==> config.mk <==
export PLATFORM = sky130hd
export DESIGN_NAME = dyn_patt_gen
export DESIGN_NICKNAME = d
export VERILOG_FILES = /design/src/rtl/dyn_patt_gen.sv
export SDC_FILE = /design/constraint.sdc
export NUM_CORES = 1
export LEC_CHECK = 0
export ABC_AREA = 1
export CORE_MARGIN = 2
export CORE_UTILIZATION = 55
export CTS_CLUSTER_SIZE = 20
export DETAILED_ROUTE_END_ITERATION = 6
export DONT_BUFFER_PORTS = 1
export PLACE_DENSITY = 0.73
export SLEW_MARGIN = 20
export SYNTH_ARGS = -nofsm -noshare
export SYNTH_HDL_FRONTEND = slang
export SYNTH_SLANG_ARGS = --single-unit
==> constraint.sdc <==
create_clock -name clk -period 1.6 [get_ports clk]
set_input_delay 0.24 -clock clk [delete_from_list [all_inputs] [get_ports clk]]
set_output_delay 0.24 -clock clk [all_outputs]
set_load 0.02 [all_outputs]
==> src/rtl/dyn_patt_gen.sv <==
// dyn_patt_gen: serial pattern transmitter for the dynamic pattern detector.
//
// A start request latches a NUM_BITS-wide pattern. The pattern is either the
// PATTERN parameter or pattern_in, chosen by use_default. The pattern is sent
// MSB-first, one bit per clock, reps times. Optionally, gap idle cycles are
// inserted between repetitions. All outputs are registered.
//
// Ports:
//   clk          rising-edge clock
//   rst          synchronous, active-high reset
//   start        transmission request, sampled only in IDLE
//   use_default  1: send PATTERN, 0: send pattern_in (sampled with start)
//   pattern_in   runtime pattern (sampled with start)
//   reps         number of repetitions (sampled with start)
//   gap          idle cycles between repetitions (sampled with start)
//   fill         data value driven while valid=0
//   abort        cancels an in-progress transmission
//   data         serial bit, pattern MSB first
//   valid        data carries a pattern bit
//   busy         transmission in progress
//   done         one-cycle pulse at normal completion
//   sent_cnt     completed repetitions of the current or last job
//
// Optional build macro PATT_GEN_LFSR_EN: during GAP, the bits of an 8-bit
// Fibonacci LFSR are sent with valid=1. These are noise bits between
// repetitions.
//
// state | meaning
// ------+-------------------------------------------------------------
// IDLE  | waiting for start, data=fill, valid=0
// SEND  | shifting out pattern bit idx_q with valid=1
// GAP   | gcnt_q remaining inter-repetition cycles
// FIN   | one-cycle completion, done=1
module dyn_patt_gen #(
  parameter int                  NUM_BITS = 5,
  parameter logic [NUM_BITS-1:0] PATTERN  = 5'b10110,
  parameter int                  REP_W    = 4,
  parameter int                  GAP_W    = 3
) (
  input  logic                clk,
  input  logic                rst,
  input  logic                start,
  input  logic                use_default,
  input  logic [NUM_BITS-1:0] pattern_in,
  input  logic [REP_W-1:0]    reps,
  input  logic [GAP_W-1:0]    gap,
  input  logic                fill,
  input  logic                abort,
  output logic                data,
  output logic                valid,
  output logic                busy,
  output logic                done,
  output logic [REP_W-1:0]    sent_cnt
);

  localparam int IDX_W = $clog2(NUM_BITS);

  typedef enum logic [1:0] {S_IDLE, S_SEND, S_GAP, S_FIN} state_t;

  state_t              state_q, state_d;
  logic [NUM_BITS-1:0] pat_q, pat_d;
  logic [REP_W-1:0]    reps_q, reps_d;
  logic [GAP_W-1:0]    gap_q, gap_d;
  logic [IDX_W-1:0]    idx_q, idx_d;
  logic [GAP_W-1:0]    gcnt_q, gcnt_d;
  logic [REP_W-1:0]    sent_d;
  logic                data_d, valid_d, busy_d, done_d;
  logic [REP_W-1:0]    sent_inc;
  logic                last_rep;

  assign sent_inc = sent_cnt + REP_W'(1);
  // sent_cnt counts finished repetitions, so the one now on its last bit is the
  // final one when the incremented count reaches the latched total.
  assign last_rep = (sent_inc == reps_q);

`ifdef PATT_GEN_LFSR_EN
  logic [7:0] lfsr_q;

  // x^8+x^6+x^5+x^4+1, free-running from reset
  always_ff @(posedge clk) begin
    if (rst) lfsr_q <= 8'h01;
    else     lfsr_q <= {lfsr_q[6:0], lfsr_q[7] ^ lfsr_q[5] ^ lfsr_q[4] ^ lfsr_q[3]};
  end
`endif

  // state and registered outputs
  always_ff @(posedge clk) begin
    if (rst) begin
      state_q  <= S_IDLE;
      pat_q    <= '0;
      reps_q   <= '0;
      gap_q    <= '0;
      idx_q    <= '0;
      gcnt_q   <= '0;
      sent_cnt <= '0;
      data     <= 1'b0;
      valid    <= 1'b0;
      busy     <= 1'b0;
      done     <= 1'b0;
    end else begin
      state_q  <= state_d;
      pat_q    <= pat_d;
      reps_q   <= reps_d;
      gap_q    <= gap_d;
      idx_q    <= idx_d;
      gcnt_q   <= gcnt_d;
      sent_cnt <= sent_d;
      data     <= data_d;
      valid    <= valid_d;
      busy     <= busy_d;
      done     <= done_d;
    end
  end

  // next state; abort outranks every busy-state transition
  always_comb begin
    state_d = state_q;
    if (state_q != S_IDLE && abort) begin
      state_d = S_IDLE;
    end else begin
      case (state_q)
        S_IDLE: if (start) state_d = (reps == '0) ? S_FIN : S_SEND;
        S_SEND: begin
          if (idx_q == '0) begin
            if (last_rep)          state_d = S_FIN;
            else if (gap_q != '0)  state_d = S_GAP;
          end
        end
        S_GAP:  if (gcnt_q == GAP_W'(1)) state_d = S_SEND;
        S_FIN:  state_d = S_IDLE;
        default: state_d = S_IDLE;
      endcase
    end
  end

  // datapath and next values of the registered outputs
  always_comb begin
    pat_d   = pat_q;
    reps_d  = reps_q;
    gap_d   = gap_q;
    idx_d   = idx_q;
    gcnt_d  = gcnt_q;
    sent_d  = sent_cnt;
    data_d  = fill;
    valid_d = 1'b0;
    busy_d  = 1'b0;
    done_d  = 1'b0;

    if (state_q == S_IDLE && start) begin
      pat_d  = use_default ? PATTERN : pattern_in;
      reps_d = reps;
      gap_d  = gap;
      sent_d = '0;
    end

    // The repetition is complete once its bit 0 has been shown, even if
    // abort arrives on that same edge.
    if (state_q == S_SEND && idx_q == '0) sent_d = sent_inc;

    if (state_q == S_GAP) gcnt_d = gcnt_q - GAP_W'(1);

    case (state_d)
      S_SEND: begin
        idx_d   = (state_q == S_SEND && idx_q != '0) ? idx_q - IDX_W'(1)
                                                     : IDX_W'(NUM_BITS-1);
        data_d  = pat_d[idx_d];
        valid_d = 1'b1;
        busy_d  = 1'b1;
      end
      S_GAP: begin
        if (state_q == S_SEND) gcnt_d = gap_q;
        busy_d = 1'b1;
`ifdef PATT_GEN_LFSR_EN
        data_d  = lfsr_q[0];
        valid_d = 1'b1;
`endif
      end
      S_FIN: begin
        busy_d = 1'b1;
        done_d = 1'b1;
      end
      default: ;
    endcase
  end

endmodule

### After elaboration in Yosys (flattened, before gate mapping)

Cells that the tools add are included.

| word-level totals | value |
|---|---|
| bits of input ports | 18 |
| flip-flop bits (word level) | 28 |
| word-level logic and storage cells | 57 |
| output and inout port bits | 8 |

| operators by class | value |
|---|---|
| $lt $le $gt $ge | 1 |
| equal/unequal tests | 8 |
| add/sub/neg operators | 3 |
| reductions and logical operators | 12 |
| mux-type cells | 22 |

Operators by type and width:

| operator | number |
|---|---|
| $mux 2 | 7 |
| $mux 3 | 4 |
| $mux 5 | 2 |
| $eq 2x2->1 const B | 4 |
| $mux 4 | 2 |
| $pmux 2 s4 | 1 |
| $reduce_bool 3->1 | 2 |
| $sub 3x1->3 const B | 2 |
| $mux 1 | 5 |
| $add 4x1->4 const B | 1 |
| $eq 2x1->1 const B | 2 |
| $eq 4x4->1 | 1 |
| $logic_and 1x1->1 | 4 |
| $logic_not 4->1 | 1 |
| $lt 3x4->1 const B | 1 |
| $reduce_bool 2->1 | 2 |
| $bmux 1 s3 | 1 |
| $eq 3x1->1 const B | 1 |
| $logic_not 3->1 | 1 |
| $reduce_or 3->1 | 1 |
| $logic_not 2->1 | 1 |

### Longest topological paths before layout

| logic depth | value |
|---|---|
| depth after elaboration | 9 |
| gate-level depth with buffers | 15 |

### Least setup slack after synthesis

OpenSTA, ideal clock, no wires.

| path | value |
|---|---|
| path type | register -> register |
| start point | register sent_cnt[0] |
| end point | register idx_q[0] |
| library setup time | 113 ps |
| cell stages (with the launch flop) | 15 |
| data arrival time | 1660 ps |
| path slack | -173 ps |
| clock period less this slack | 1773 ps |
| path buffers | 0 |
| path through | dfxtp_1 -> ha_1 -> inv_1 -> nand2_2 -> nand2_1 -> nand2_1 -> nand2_1 -> nor2_2 -> nand3_1 -> nand2_2 -> nand2_4 -> nor2_8 -> inv_2 -> nor2_1 -> nor2_1 |

| between the ends | value |
|---|---|
| longest elaborated chain between the ends | 7 |

RTL lines:

| item | RTL line | text |
|---|---|---|
| from (decl) | 53 | `output logic [REP_W-1:0] sent_cnt` |
| from (signal assigned) | 107 | `sent_cnt <= sent_d;` |
| $add 4x1->4 | 71 | `assign sent_inc = sent_cnt + REP_W'(1);` |
| $eq 4x4->1 | 74 | `assign last_rep = (sent_inc == reps_q);` |
| $mux 2 | 125 | `if (last_rep) state_d = S_FIN;` |
| $mux 2 | 124 | `if (idx_q == '0) begin` |
| $pmux 2 s4 | 121 | `case (state_q)` |
| $mux 2 | 118 | `if (state_q != S_IDLE && abort) begin` |
| $eq 2x1->1 | 162 | `case (state_d)` |
| to (signal assigned) | 105 | `idx_q <= idx_d;` |
| to (decl) | 64 | `logic [IDX_W-1:0] idx_q, idx_d;` |

No other way between the ends.
A chain may end at the register's enable or synchronous reset.

### Final worst setup path

| path | value |
|---|---|
| start point | register idx_q[1] |
| end point | register done |

| between the ends | value |
|---|---|
| longest elaborated chain between the ends | 6 |

RTL lines:

| item | RTL line | text |
|---|---|---|
| $logic_not 3->1 | 124 |  |
| $mux 2 | 124 |  |
| $pmux 2 s4 | 121 |  |
| $mux 2 | 118 |  |
| $eq 2x2->1 | 162 |  |
| $mux 1 | 162 |  |
| to (signal assigned) | 111 | `done <= done_d;` |
| to (decl) | 52 | `output logic done,` |

No other way between the ends.

==> results summary <==
The library cells used most frequently in the layout, excluding fill and tap cells, are sky130_fd_sc_hd__nand2_1 (33), sky130_fd_sc_hd__inv_1 (27), sky130_fd_sc_hd__nor2_1 (22), sky130_fd_sc_hd__dfxtp_1 (22), sky130_fd_sc_hd__buf_4 (21). The TritonCTS clock tree is built. The global placer's final weighted congestion is 0.934. The number of standard-cell rows in the floorplan came out at 18.

The cell count after synthesis is ~220. The total of buffers placed on input and output ports is 0. After Yosys synthesis, and, or, nand and nor cells account for roughly 32% of the synthesized area.

The number of remaining DRC errors came out at 0. The worst reg2reg path depth is 13. The startpoint kind of the worst setup timing path is a register. For this block, the routed nets add up to approximately 3700 µm of wire.

The first TritonRoute pass finished after 4 iterations. STA puts the critical path data required time at approximately 1.9 ns. The xor/xnor cell area share of the yosys netlist came out at under 10%. Of the total synthesized cell area, the portion taken by full adders, half adders and majority gates is 4.20%. The total clock sinks came out at 28. The multiplexer share of the synthesized area came out at 0%. The classification of the worst setup path is reg -> reg. In this run the tightest slew margin relative to its limit is 69.1%. The cell sitting at the root of the clock tree is a sky130_fd_sc_hd__clkbuf_4.

The post-detailed-route count of antenna-violating nets is 0. The standard cell core area came out at ~2500 µm². The maximum buffer depth of the clock tree came out at 2. The number of hold violations in the final report is 11. The total standard cell area after synthesis came out at roughly 1500 µm².

The post-synthesis compound-gate area fraction came out at 14.5%. The die covers between 3000 and 4000 µm². The number of enable-type register cells in the synthesized netlist is 0. The clock transition at the register clock pins on the worst setup and hold paths after CTS came out at ~0.16 ns.

Between clock sinks in the finished design, the worst skew comes to 0.0120 ns. Summed over all layers, the global routing overflow is 0. In the finished design, the share of the clock period the worst path needs comes to 105%.

CTS built an H-tree with a depth of 1. The maximum number of pins on one net before global-route repair is 17. The worst hold path stage count is 1. In the synthesized netlist the dominant register cell turns out to be sky130_fd_sc_hd__dfxtp_1.

The number of synthesis warnings is 0. The total routing resource utilization after global routing is between 20% and 30%. Setup repair after global routing could not meet its margin everywhere. The number of nets in the layout is ~260. During I/O placement, the number of pins put on the boundary was 26.

The number of buffers added by the clock tree synthesis step is 3. The share of post-route cells with drive strength above 1 came out at a little under 30%. The areal power density over the cells is approximately 1700 nW/µm². The first-pass GRT wire length is roughly 5500 µm. The checks that failed: negative hold slack, negative setup slack. The sequential cell area is between 500 and 600 µm². The number of DRC markers after the initial detailed-route iteration came out at 77. The transition at the pin with the smallest max-transition slack came out at about 0.46 ns.

The number of maximum-capacitance constraint violations is 0. STA classifies the critical path endpoint as a register. After synthesis, the largest family of logic cells by area is simple AND/OR/NAND/NOR gates. The number of antenna violations at the first check in global routing came out at 0.

The via density per instance came out at ~5.5. The distinct cell type count of the synthesized netlist came out at 26. The arrival time at the worst endpoint is about 2.0 ns.

The vias after detailed routing is ~1.5k. The worst hold slack after final layout came out at -0.0650 ns. The synthesized netlist net count is 238. The kind of path behind the tightest hold check is in -> reg.

In the final routed layout, each cell accounts on average for approximately 14 µm. The repair_antennas step left the layout with diodes totalling 0. For this configuration, the core starts out at a cell density of roughly 60%.

The final worst slack came out at -0.0815 ns. Setup violations remaining at the end of the flow were counted as 11. The completed layout was analyzed and its total power is about 3.2 mW. The average instance area after synthesis came out at 6.93 µm².

The fmax came out at 595 MHz. The final critical path time including I/O delays and setup came out at approximately 1.7 ns. At the placement stage, the worst setup path has a slack of -0.0354 ns. The sequential share of the synthesized area is between 30% and 40%. The layout filler cell count came out at 210. The floorplan step set the die height to around 56 µm. Detailed placement ended at an HPWL of roughly 2400 µm. The number of max-slew violations in the final report came to 0. The clock insertion delay at the later pin of the skew report came out at approximately 0.34 ns. The number of global-route vias before repair is 1372. Counting flops and latches in the post-synthesis netlist gives 28. The async set or reset register ratio after synthesis came out at 0%. The leakage dissipation is ~0.79 nW. The run finished, with violations left. In this run the horizontal extent of the chip is 56.0 µm. The most frequent standard cell in the layout excluding fill and tap cells is sky130_fd_sc_hd__nand2_1. The area overhead of the layout relative to synthesis came out at 22.9%. Along the worst path, the maximum fanout reaches 6. The maximum resistive drop on vdd is about 0.0013 V. The share of the core filled with cells in the final layout came out at between 70 and 80%. The area of the multi-input gates is 840 µm².
sequential cells by signal (all words and copies together) (netlist names):
name	count
busy	1
data	1
done	1
gap_q	3
gcnt_q	3
idx_q	3
pat_q	5
reps_q	4
sent_cnt	4
state_q	2
valid	1
synth_stat cells (2+ instances only):
cell	count	share of area [%]
sky130_fd_sc_hd__nor2_1	27	6.8
sky130_fd_sc_hd__inv_1	31	7.8
sky130_fd_sc_hd__nand3_1	15	5.0
sky130_fd_sc_hd__dfxtp_1	28	38
sky130_fd_sc_hd__nand2_1	37	9.3
sky130_fd_sc_hd__buf_2	2	0.67
sky130_fd_sc_hd__nand2_2	3	1.3
sky130_fd_sc_hd__a21oi_1	17	5.7
sky130_fd_sc_hd__inv_2	4	1.0
sky130_fd_sc_hd__nor2_2	4	1.7
sky130_fd_sc_hd__nand4_1	5	2.1
sky130_fd_sc_hd__nand2_4	2	1.5
sky130_fd_sc_hd__ha_1	5	4.2
sky130_fd_sc_hd__o21ai_1	5	1.7
sky130_fd_sc_hd__xor2_1	2	1.2
sky130_fd_sc_hd__o21ai_0	18	6.1
critical path, cell delays in order (launching register included):
cell and delay, ns:
sky130_fd_sc_hd__dfxtp_2 0.36, sky130_fd_sc_hd__inv_2 0.06, sky130_fd_sc_hd__ha_2 0.19, sky130_fd_sc_hd__nand2_2 0.07
sky130_fd_sc_hd__nor2_1 0.10, sky130_fd_sc_hd__nand3_1 0.08, sky130_fd_sc_hd__nor2_2 0.12, sky130_fd_sc_hd__nand2_1 0.06
sky130_fd_sc_hd__nand2_1 0.07, sky130_fd_sc_hd__nand2_2 0.06, sky130_fd_sc_hd__nand2_4 0.13, sky130_fd_sc_hd__buf_6 0.12
sky130_fd_sc_hd__nand3_4 0.07, sky130_fd_sc_hd__nor2_2 0.13
stage by stage:
step,instance area (µm²),setup TNS (ns),std cells
finish,1830,-0.488,270
floorplan,1510,0,215
global placement,1610,0,253
detailed placement,1610,-0.129,253
CTS,1700,-0.0943,260
global route,1830,-1.82,270
layer usage:
layer | up-vias | GRT usage, % | routed length (µm)
li1 | 739 | - | -
met1 | 683 | 24.9 | 1570
met2 | 47 | 36.1 | 1820
met3 | 17 | 3.72 | 145
met4 | 0 | 12.6 | 128
met5 | - | 0 | 0
timing repair:
item                                   4_1_cts  5_1_grt
resized for setup                            6       21
endpoints found under the hold margin       11       11
pin swaps                                    7        2
cloned                                       0        1
setup buffers                                3        9
setup endpoints to repair                    5       19
report_power, final:
part	leakage (nW)	internal [mW]	switching [mW]	total, mW
Combinational	0.528	0.683	0.990	1.67
Clock	0.0279	0.254	0.214	0.467
Sequential	0.233	0.895	0.157	1.05
Total	0.789	1.83	1.36	3.19
logic make-up (layout without fill, tap and decap cells):
family                   Yosys count  in the layout
AO/OA/AOI/OAI                     42             42
XOR/XNOR                           2              2
adder cells (fa/ha/maj)            5              5
buffers and inverters             39             64
flip-flops                        28             28
AND/OR/NAND/NOR                   99             99
path summary, 6_finish.rpt:
kind	startpoint	slack, ns	endpoint
worst max-delay path	idx_q[1]	-0.08	done
worst min-delay path	rst	-0.07	sent_cnt[1]
worst max register to register	idx_q[1]	-0.08	done
worst min register to register	reps_q[3]	0.48	reps_q[3]
layout make-up:
type	count	share of cell area, %
tap	30	2.05
clock inverter	1	1.64
sequential	28	31.2
clock buffer	3	1.23
multi-input combinational	148	45.9
inverter	35	7.52
timing repair buffer	25	10.5
Power figures use the tool's default switching activity.
